$ cat config.mk
export PLATFORM = sky130hd
export DESIGN_NAME = barrel_rot_sched
export DESIGN_NICKNAME = d
export VERILOG_FILES = /design/src/rtl/barrel_pkg.sv /design/src/rtl/barrel.sv /design/src/rtl/rr_arb2.sv /design/src/rtl/barrel_rot_sched.sv
export SDC_FILE = /design/constraint.sdc
export NUM_CORES = 1
export LEC_CHECK = 0
export BUFFER_PORTS_ARGS = -buffer_cell sky130_fd_sc_hd__buf_2
export CORE_ASPECT_RATIO = 0.6
export CORE_MARGIN = 2
export CORE_UTILIZATION = 50
export CTS_CLUSTER_DIAMETER = 80
export DETAILED_ROUTE_END_ITERATION = 10
export GPL_ROUTABILITY_DRIVEN = 0
export PLACE_DENSITY = 0.8
export SETUP_SLACK_MARGIN = 0.2
export SLEW_MARGIN = 20
export SYNTH_ARGS = -nofsm -noshare
export SYNTH_HDL_FRONTEND = slang
export SYNTH_SLANG_ARGS = --single-unit
$ cat constraint.sdc
create_clock -name clk -period 3.2 [get_ports clk]
set_clock_uncertainty 0.1 [all_clocks]
set_input_delay 0.8 -clock clk [delete_from_list [all_inputs] [get_ports clk]]
set_output_delay 0.8 -clock clk [all_outputs]
set_load 0.005 [all_outputs]
$ cat src/rtl/barrel_pkg.sv
// ---------------------------------------------------------------------------
// barrel_pkg
// Shared definitions for the barrel rotate scheduler and its helpers.
//   DATA_W   : operand/result width of the shared rotator (fixed at 16)
//   AMT_W    : rotate-amount width (fixed at 4, i.e. modulo-16 rotation)
//   state_t  : scheduler FSM states
//   req_id_t : index of one of the two requesters
// ---------------------------------------------------------------------------
package barrel_pkg;

    localparam int DATA_W = 16;
    localparam int AMT_W  = 4;

    typedef enum logic [1:0] {
        IDLE = 2'd0,
        EXEC = 2'd1,
        DONE = 2'd2
    } state_t;

    typedef logic req_id_t;

endpackage

$ cat src/rtl/barrel.sv
// ---------------------------------------------------------------------------
// barrel
// Combinational 16-bit rotate-right: o = a ror c.
// Ports:
//   a : operand
//   c : rotate amount (0..15)
//   o : rotated result
// ---------------------------------------------------------------------------
module barrel (
    input  logic [15:0] a,
    input  logic [3:0]  c,
    output logic [15:0] o
);

    logic [15:0] stage0;
    logic [15:0] stage1;
    logic [15:0] stage2;

    // Log-depth rotator: each stage rotates by a power of two when its amount bit is set.
    assign stage0 = c[0] ? {a[0],        a[15:1]}      : a;
    assign stage1 = c[1] ? {stage0[1:0], stage0[15:2]} : stage0;
    assign stage2 = c[2] ? {stage1[3:0], stage1[15:4]} : stage1;
    assign o      = c[3] ? {stage2[7:0], stage2[15:8]} : stage2;

endmodule

$ cat src/rtl/rr_arb2.sv
// ---------------------------------------------------------------------------
// rr_arb2
// Two-way round-robin arbiter.
// Ports:
//   req        : request vector, bit i from requester i
//   last_grant : index of the requester granted most recently
//   en         : arbitration allowed this cycle; no grant when low
//   gnt        : one-hot grant (or zero)
// ---------------------------------------------------------------------------
module rr_arb2
    import barrel_pkg::*;
(
    input  logic [1:0] req,
    input  req_id_t    last_grant,
    input  logic       en,
    output logic [1:0] gnt
);

    // A lone requester always wins; on a tie the one that did not win last time goes first.
    always_comb begin
        gnt = 2'b00;
        if (en) begin
            unique case (req)
                2'b01:   gnt = 2'b01;
                2'b10:   gnt = 2'b10;
                2'b11:   gnt = (last_grant == 1'b1) ? 2'b01 : 2'b10;
                default: gnt = 2'b00;
            endcase
        end
    end

endmodule

$ cat src/rtl/barrel_rot_sched.sv
// ---------------------------------------------------------------------------
// barrel_rot_sched
// Shares a single 16-bit barrel rotator between two requesters using
// round-robin arbitration, valid/ready handshakes and registered
// operands/result. One operation at a time: IDLE -> EXEC -> DONE -> IDLE.
//
// Optional feature macro: BARREL_ROT_SCHED_ROTL_EN
//   defined   : req_dir[i]=1 makes requester i rotate left
//   undefined : req_dir is ignored, every operation rotates right
//
// Ports:
//   clk        : clock, rising edge
//   rst        : asynchronous active-high reset
//   req_valid  : per-requester operation valid
//   req_ready  : per-requester accept strobe (one-hot or zero, IDLE only)
//   req_data0  : requester 0 operand
//   req_amt0   : requester 0 rotate amount
//   req_data1  : requester 1 operand
//   req_amt1   : requester 1 rotate amount
//   req_dir    : per-requester rotate-left select
//   res_valid  : result register holds an unconsumed result
//   res_ready  : consumer accepts the result
//   res_data   : rotated result
//   res_id     : requester that issued the result
//   op_count   : results consumed since reset (wraps)
// ---------------------------------------------------------------------------
module barrel_rot_sched
    import barrel_pkg::*;
#(
    parameter int CNT_W = 16
) (
    input  logic              clk,
    input  logic              rst,
    input  logic [1:0]        req_valid,
    output logic [1:0]        req_ready,
    input  logic [DATA_W-1:0] req_data0,
    input  logic [AMT_W-1:0]  req_amt0,
    input  logic [DATA_W-1:0] req_data1,
    input  logic [AMT_W-1:0]  req_amt1,
    input  logic [1:0]        req_dir,
    output logic              res_valid,
    input  logic              res_ready,
    output logic [DATA_W-1:0] res_data,
    output req_id_t           res_id,
    output logic [CNT_W-1:0]  op_count
);

    state_t            state;
    state_t            state_nxt;
    logic [1:0]        gnt;
    req_id_t           last_grant;
    req_id_t           win_id;
    logic [DATA_W-1:0] win_data;
    logic [AMT_W-1:0]  win_amt;
    logic [AMT_W-1:0]  win_amt_eff;
    logic [DATA_W-1:0] op_data;
    logic [AMT_W-1:0]  op_amt;
    req_id_t           op_id;
    logic [DATA_W-1:0] rot_out;

    rr_arb2 u_arb (
        .req        (req_valid),
        .last_grant (last_grant),
        .en         (state == IDLE),
        .gnt        (gnt)
    );

    assign req_ready = gnt;
    assign win_id    = gnt[1];
    assign win_data  = win_id ? req_data1 : req_data0;
    assign win_amt   = win_id ? req_amt1  : req_amt0;

`ifdef BARREL_ROT_SCHED_ROTL_EN
    // The shared rotator only turns right, so a left rotate by n is stored as
    // a right rotate by (16-n) mod 16; the subtraction wraps naturally in AMT_W bits.
    assign win_amt_eff = req_dir[win_id] ? (AMT_W'(0) - win_amt) : win_amt;
`else
    // Direction input is accepted but has no effect in this build.
    logic unused_dir;
    assign unused_dir  = ^req_dir;
    assign win_amt_eff = win_amt;
`endif

    barrel u_barrel (
        .a (op_data),
        .c (op_amt),
        .o (rot_out)
    );

    // Next-state logic: leave IDLE only on a grant, leave DONE only when the result is taken.
    always_comb begin
        state_nxt = state;
        unique case (state)
            IDLE:    if (gnt != 2'b00) state_nxt = EXEC;
            EXEC:    state_nxt = DONE;
            DONE:    if (res_ready) state_nxt = IDLE;
            default: state_nxt = IDLE;
        endcase
    end

    // State, operand capture and result registers. Reset starts with last_grant=1
    // so that requester 0 wins the first tie after reset.
    always_ff @(posedge clk or posedge rst) begin
        if (rst) begin
            state      <= IDLE;
            last_grant <= 1'b1;
            op_data    <= '0;
            op_amt     <= '0;
            op_id      <= 1'b0;
            res_valid  <= 1'b0;
            res_data   <= '0;
            res_id     <= 1'b0;
            op_count   <= '0;
        end else begin
            state <= state_nxt;
            unique case (state)
                IDLE: begin
                    if (gnt != 2'b00) begin
                        op_data    <= win_data;
                        op_amt     <= win_amt_eff;
                        op_id      <= win_id;
                        last_grant <= win_id;
                    end
                end
                EXEC: begin
                    res_data  <= rot_out;
                    res_id    <= op_id;
                    res_valid <= 1'b1;
                end
                DONE: begin
                    if (res_ready) begin
                        res_valid <= 1'b0;
                        op_count  <= op_count + CNT_W'(1);
                    end
                end
                default: ;
            endcase
        end
    end

endmodule

After elaboration in Yosys (flattened, before gate mapping)

Index checks and enable logic that the tools add are counted.

Output and inout bits: 36
Input port bits: 47
Register bits after elaboration: 58
Word-level logic and storage cells: 38

Add/sub/neg operators: 1
Multiplexer cells: 14
Reduce and logical (&&, ||, !) cells: 7
Equality and inequality tests: 7

Operators by type and width:

| cell                                                            | number |
|---|---|
| 16-bit 2-to-1 mux                                               | 5 |
| 16-bit by 1-bit adder with 16-bit output, second input constant | 1 |
| 2-bit one-hot mux with 3 select lines                           | 2 |
| 2-bit 2-to-1 mux                                                | 4 |
| 2-bit AND reduction                                             | 4 |
| 2-bit == test, second input constant                            | 3 |
| 2-bit by 1-bit == test with 1-bit output, second input constant | 2 |
| 4-bit 2-to-1 mux                                                | 1 |
| 2-bit inequality test, second input constant                    | 2 |
| 2-bit nonzero test                                              | 2 |
| 2-bit logical NOT                                               | 1 |
| 1-bit one-hot mux with 2 select lines                           | 1 |
| 1-bit 2-to-1 mux                                                | 1 |

Longest topological paths before layout

Gate-level depths: netlist of run 1.

Depth after elaboration: 6
Depth in mapped cells: 6
Depth with buffers taken out: 4

By module

A second synthesis of run 1 with hierarchy kept.

Cell total of the unflattened synthesis: 245
Area, all modules: 3300.7 um^2

Modules (own cells, without submodules):

| module           | area an instance (um^2) | times used | cells each | sequential area each (um^2) |
|---|---|---|---|---|
| barrel_rot_sched | 2456.1                  | 1          | 200        | 1452.6 |
| barrel           | 823.3                   | 1          | 40         | 0.0 |
| rr_arb2          | 21.3                    | 1          | 5          | 0.0 |

Worst setup path before layout of run 1

OpenSTA, ideal clock, no wires.

Kind: input port to output port
From: input req_valid[0]
To: output req_ready[1]
Buffers on the path: 1
Data arrival time: 1.382 ns
Stages: 4
Required time: 2.300 ns
Slack: 0.918 ns
Path through: nand2_1 -> nand3_1 -> clkbuf_1 -> inv_1

Cells in the longest elaborated chain, start to end: 3
Elaborated cells on any way between the ends: 5
Classes of those cells: eq/ne (3); mux (2)

Ends and longest elaborated chain:

| item                                                                             | RTL line               | source |
|---|---|---|
| start: declaration                                                               | barrel_rot_sched.sv:34 | `input logic [1:0] req_valid,` |
| 2-bit == test / 2-bit by 1-bit == test with 1-bit output (equally long branches) | rr_arb2.sv:23          | `unique case (req)` |
| 2-bit one-hot mux with 3 select lines (*)                                        | rr_arb2.sv:23          |  |
| 2-bit 2-to-1 mux (*)                                                             | rr_arb2.sv:22          | `if (en) begin` |
| end: declaration                                                                 | barrel_rot_sched.sv:35 | `output logic [1:0] req_ready,` |

Every way passes the cells marked *; elsewhere a longest branch is shown, timed or not.

Final worst setup path of run 1

From: register state[1]
To: output req_ready[1]

Cells in the longest elaborated chain, start to end: 2

Ends and longest elaborated chain:

| item                     | RTL line                | source |
|---|---|---|
| start: declaration       | barrel_rot_sched.sv:48  | `state_t state;` |
| start signal: assignment | barrel_rot_sched.sv:115 | `state <= state_nxt;` |
| 2-bit logical NOT        | barrel_rot_sched.sv:64  | `.en (state == IDLE),` |
| 2-bit 2-to-1 mux         | rr_arb2.sv:22           |  |

Every way passes these cells.

==> flow_summary_export.csv, run 1 <==
group,metric,value,unit
clock_network,clock-root-buffer,"clkbuf_8",
clock_network,cts-htree-levels,3,
clock_network,cts_tree,"built",
synthesis,synth_top_area_cell,"dfrtp_1",
synthesis,synth_top_area_share,0.463,
power,p_clk_frac,0.182,
clock_network,clockBufferDepth,2,
critical_path,cp_max_fo,6,
critical_path,required,2300,ps
drt,wire_per_inst,15.8,microns
cells_and_area,stdcell_area,3680,sq um
clock_network,cts_resized,0,
sta,finalHoldViolations,0,
clock_network,clkTransAtPathRegs,60,ps
sta,fmax,433,MHz
floorplan,die_h,64.8,microns
drt,vias_per_cell,5.58,
cells_and_area,drive_gt1_frac,0.276,
synthesis,yosysMostFrequentCell,"dfrtp_1",
critical_path,crit_slowest_cell,"dfrtp_1",
synthesis,ys_top_cells_by_area,"dfrtp_1, mux2i_1, a22oi_1",
global_route,antenna_found_initial,0,
sta,tightest_slew,1070,ps
global_route,first_global_vias,2409,
floorplan,core-area,6030,sq um
synthesis,yosys_warnings,0,
critical_path,slowest_delay,450,ps
drt,routed_wl,7330,microns
drt,ant_nets,0,
clock_network,clk_latency,350,ps
placed_design,dp_hpwl,5190,microns
synthesis,yosys-top-cells-count,"dfrtp_1, nand2_1, mux2i_1, a22oi_1, nor2_1",
global_route,grt_pass1_wl,12100,microns
power,switching_power,1.64,mW
synthesis,syn-cell-area,3080,sq um
drt,first_pass_iters,5,
drt,vias,2595,
critical_path,start_kind,"flip-flop",
sta,fin_setup_tns,0,ps
sta,setup_violations,0,
critical_path,critPathKind,"reg2out",
power,power_frac_comb,0.470,
clock_network,cts_hold_buf,0,
sta,period_share,0.722,
global_route,grt_usage,0.232,
synthesis,synth-seq-cells,58,
synthesis,synth_edf_count,0,
cells_and_area,multi_input_area,1480,sq um
power,power_density,1040,nW/um^2
clock_network,cts.sinks,58,
cells_and_area,seq_area,1450,sq um
sta,maxSlewViolCount,0,
drt,drcViolationCount,0,
cells_and_area,diodes,0,
floorplan,ioPinCount,83,
synthesis,synth_cell_types,34,
synthesis,yosysSeqAreaShare,0.472,
synthesis,syn-instance-count,302,
sta,rsz0062_at_grt,"no",
synthesis,avgSynthCellArea,10.2,sq um
synthesis,synth_nets,350,
floorplan,die_w,105,microns
placed_design,io_buffers,80,
placed_design,postPlaceCellArea,3470,sq um
run,maxCapViolCount,0,
run_status,status,"finished, final reports clean",
hold_path,min_path_type,"reg2reg",
floorplan,start_util,0.511,
synthesis,ys.flop_type,"dfrtp_1",
sta,period_minus_slack,2310,ps
power,switching_share,0.429,
critical_path,path_buf_inv,2,
power,sequentialPowerShare,0.348,
critical_path,critPathArrivalTime,1410,ps
floorplan,rows,22,
global_route,overflow,0,
critical_path,cp_top_family,"flip-flops",
cells_and_area,syn_to_final_growth,19.6,%
critical_path,endpoint_kind,"output pin",
critical_path,rrSetupSlack,1040,ps
cells_and_area,fillers,530,
floorplan,dieArea,6820,sq um
power,intPower,2.19,mW
synthesis,synthArstFlopShare,1.00,
power,vdd_ir_drop_max,0.518,mV
clock_network,cts_made_buffers,9,
sta,slew_headroom,0.288,
critical_path,path_cells,"nor2_1, nand3_1, inv_1, buf_2",
clock_network,cts_setup_buffers,0,
cells_and_area,num-nets-final,424,
drt,drt_first_iter_violations,194,
global_route,grt_max_degree,44,
power,p_leak,1.93,nW
-- metrics by stage --
step	utilization	cells	hold WS, ps	power [mW]	setup slack [ps]
6_report	0.610	465	370	3.83	888
4_1_cts	0.610	465	370	3.81	866
3_3_place_gp	0.576	449	354	3.02	1090
3_5_place_dp	0.576	449	361	3.09	1070
5_1_grt	0.610	465	400	4.11	755
2_1_floorplan	-	302	339	2.65	874
-- flip-flops by register name, indices dropped and copies added, names as in the netlist --
| register | count |
|---|---|
| op_count | 16 |
| op_data | 16 |
| res_data | 16 |
| op_amt | 4 |
| state | 2 |
| last_grant | 1 |
| op_id | 1 |
| res_id | 1 |
| res_valid | 1 |
-- metal layers --
layer  track usage  wire length, microns  vias to the layer above
met5             0                     0                        -
met4        0.0833                    59                        0
met3        0.0805                   640                        7
met2         0.302                  2980                      127
met1         0.352                  3650                     1212
li1              -                     -                     1249
-- worst paths after layout --
path,startpoint,end,cells past startpoint
worst min-delay path,last_grant,last_grant,2
min in group asynchronous,rst,op_data[14],2
worst min register to register,last_grant,last_grant,2
worst max register to register,op_amt[1],res_data[3],4
max in group asynchronous,rst,state[1],3
worst max-delay path,state[1],req_ready[1],4
-- worst register-to-register path, cell delays in order, from the launching register on --
cell      delay, ps
dfrtp_1         860
mux2i_1         560
a22oi_1         200
nand2_1         180
o221ai_1        120
-- power by group through the flow --
stage / logic [mW] / clock network, mW / registers, mW
2_1_floorplan: 1.39 / 0 / 1.26
3_3_place_gp: 1.70 / 0 / 1.33
3_5_place_dp: 1.75 / 0 / 1.34
4_1_cts: 1.77 / 0.707 / 1.33
5_1_grt: 1.99 / 0.744 / 1.38
6_report: 1.80 / 0.698 / 1.33
-- kinds of logic after synthesis --
family	count (synthesis)	synth area share
buffers and inverters	25	0.0488
flip-flops	58	0.472
AND/OR/NAND/NOR	96	0.152
XOR/XNOR	15	0.0427
adder cells (fa/ha/maj)	1	0.00406
AO/OA/AOI/OAI	70	0.160
multiplexers	37	0.121
-- layout by cell type, fill, tap and decap left out, types with 4 or more instances in the layout --
cell type,n
a21oi_1,20
a22oi_1,32
buf_2,80
clkbuf_8,11
dfrtp_1,57
inv_1,4
mux2i_1,36
nand2_1,45
nand3_1,6
nand4_1,4
nor2_1,23
o221ai_1,16
xnor2_1,13
-- layout make-up --
cell class | count | area share
Clock inverter | 4 | 0.0136
Sequential cell | 58 | 0.395
Tap cell | 84 | 0.0286
Multi-Input combinational cell | 219 | 0.401
Timing Repair Buffer | 83 | 0.115
Clock buffer | 12 | 0.0422
Inverter | 5 | 0.00510
(Power assumes the default switching activity.)
==> inputs of run 2 (changes only) <==
ABC_AREA = 1   (was default)
PLACE_DENSITY = 0.79   (was 0.8)
clock period = 2.2 ns   (was 3.2 ns; I/O delays follow)
==> run 2 against run 1 <==
  * Sequential share of layout area is 3.0 points lower
  * Die area grew 8.6%
  * Register-to-register slack got worse by 680 ps
  * Area after synthesis rose by 9.0%
  * Via count grew 24%
  * Clock-buffer cell count decreased by 1
  * Design area up 8.4%
  * Non-clock buffer count rose by 6
  * Global-route usage rose by 0.94 points
  * Total power increased by 51%
  * Clock power grew 35%
  * Combinational power is 62% higher
==> flow_summary_export.csv, run 2 <==
group,metric,value,unit
run_status,status,"finished, final reports clean",
clock_network,cts-htree-levels,3,
critical_path,endpoint_kind,"output pin",
clock_network,cts_made_buffers,9,
drt,vias,3214,
critical_path,critPathKind,"reg2out",
synthesis,syn-instance-count,430,
clock_network,clock-root-buffer,"clkbuf_8",
sta,setup_violations,0,
sta,period_share,0.863,
synthesis,yosys-top-cells-count,"nand3_1, nand2_1, dfrtp_1, o21ai_1, o21ai_0",
critical_path,critPathArrivalTime,1250,ps
run,maxCapViolCount,0,
clock_network,clkTransAtPathRegs,70,ps
cells_and_area,num-nets-final,556,
synthesis,yosysSeqAreaShare,0.433,
sta,finalHoldViolations,0,
drt,ant_nets,0,
synthesis,synth-seq-cells,58,
cells_and_area,multi_input_area,1680,sq um
drt,drt_first_iter_violations,323,
clock_network,clockBufferDepth,2,
global_route,first_global_vias,2871,
clock_network,cts.sinks,58,
floorplan,die_w,110,microns
synthesis,syn-cell-area,3360,sq um
critical_path,required,1550,ps
cells_and_area,stdcell_count,600,
synthesis,yosys_warnings,0,
cells_and_area,diodes,0,
power,p_leak,2.04,nW
drt,drcViolationCount,0,
synthesis,synth_top_area_share,0.425,
sta,period_minus_slack,1900,ps
cells_and_area,seq_area,1450,sq um
power,power_density,1450,nW/um^2
sta,timing.hold.ws,174,ps
clock_network,cts_hold_buf,0,
sta,maxSlewViolCount,0,
critical_path,start_kind,"flip-flop",
cells_and_area,fillers,583,
drt,routed_wl,8340,microns
global_route,overflow,0,
placed_design,dp_hpwl,6480,microns
cells_and_area,mostFrequentLayoutCells,"nand3_1, nand2_1, buf_2, dfrtp_1, o21ai_1",
synthesis,synthArstFlopShare,1.00,
floorplan,rows,23,
sta,fmax,526,MHz
drt,first_pass_iters,5,
placed_design,io_buffers,80,
synthesis,synth_edf_count,0,
drt,wire_per_inst,13.9,microns
floorplan,start_util,0.509,
synthesis,synth_nets,478,
synthesis,synth_cell_types,32,
floorplan,dieArea,7400,sq um
critical_path,cp_max_fo,5,
floorplan,die_h,67.5,microns
global_route,grt_usage,0.242,
synthesis,ys_top_cells_by_area,"dfrtp_1, nand3_1, nand2_1",
synthesis,avgSynthCellArea,7.80,sq um
global_route,antenna_found_initial,0,
sta,fin_setup_tns,0,ps
hold_path,min_path_type,"in2async",
cells_and_area,biggestRegsByFlops,"op_count (16), op_data (16), res_data (16)",
drt,vias_per_cell,5.36,
global_route,grt_pass1_wl,13700,microns
floorplan,ioPinCount,83,
critical_path,slowest_delay,370,ps
cells_and_area,final_common_cell,"nand3_1",
clock_network,clk_latency,330,ps
sta,rsz0062_at_grt,"no",
critical_path,crit_slowest_cell,"dfrtp_1",
synthesis,synth_top_area_cell,"dfrtp_1",
sta,tightest_slew,587,ps
cells_and_area,syn_to_final_growth,18.9,%
critical_path,path_cells,"inv_2, nand2_2, nor2_4, buf_2",
placed_design,placed_cells,582,
clock_network,cts_tree,"built",
sta,slew_headroom,0.608,
floorplan,core-area,6590,sq um
cells_and_area,drive_gt1_frac,0.248,
synthesis,ys.flop_type,"dfrtp_1",
critical_path,reg2reg_depth,5,
synthesis,yosysMostFrequentCell,"nand3_1",
global_route,grt_max_degree,42,
power,vdd_ir_drop_max,0.903,mV
run 2: cell count changes after synthesis, moves of 9 or more:
cell and change:
or2_1 +10, or2_0 +9, nand3_1 +109, a22oi_1 -32, o21ai_1 +25, nor2_1 -14
nand2_1 +63, o221ai_1 -16, a21oi_1 -20, mux2i_1 -36, o21ai_0 +21
run 2: layout make-up:
class,count,area share
clock buffers,11,0.0329
well taps,87,0.0273
flip-flops and latches,58,0.364
clock inverters,5,0.0138
multi-input cells,331,0.422
repair buffers,89,0.120
inverters,19,0.0194
run 2: worst max-delay path: cells and delay by family (launching register included):
family        cells  cell delay (ps)
flops             1              370
buf+inv           2              280
simple gates      2              270
run 2: report_power, final:
group	total (mW)	switching, mW	internal [mW]
registers	1.92	0.410	1.51
logic	2.91	1.84	1.07
clock network	0.939	0.420	0.519
total	5.77	2.67	3.10
run 2: layer usage:
layer,up-vias,GRT usage,part of all wire
met5,-,0,0
met4,0,0.0665,0.0082
met1,1464,0.351,0.48
met2,148,0.343,0.42
li1,1594,-,-
met3,8,0.0811,0.092
run 2: worst paths after layout:
kind | start | endpoint | slack [ps]
max in group asynchronous | rst | op_count[5] | 1310
min in group clk | res_ready | state[1] | 350
hold / removal | rst | op_count[15] | 170
setup reg to reg | op_amt[2] | res_data[4] | 360
hold reg to reg | op_count[15] | op_count[15] | 370
setup / recovery | state[0] | req_ready[1] | 300
run 2: timing repair:
action / CTS / global route
resized for setup: 0 / 1
endpoints found under the setup margin: 0 / 2
buffers inserted: 0 / 2
endpoints found under the hold margin: 0 / 0
run 2: logic make-up after synthesis:
| kind of cell | synth area share |
|---|---|
| buffers and inverters | 0.0656 |
| AND/OR/NAND/NOR | 0.384 |
| XOR/XNOR | 0.0388 |
| adder cells (fa/ha/maj) | 0.00373 |
| AO/OA/AOI/OAI | 0.0749 |
| flip-flops | 0.433 |
run 2: through the flow:
step / area (sq um) / total power [mW] / setup slack (ps) / utilization
2_1_floorplan: 3360 / 4.05 / 581 / -
3_3_place_gp: 3790 / 4.62 / 462 / 0.575
3_5_place_dp: 3790 / 4.76 / 440 / 0.575
4_1_cts: 3970 / 5.72 / 236 / 0.603
5_1_grt: 3990 / 6.30 / 210 / 0.605
6_report: 3990 / 5.77 / 301 / 0.605
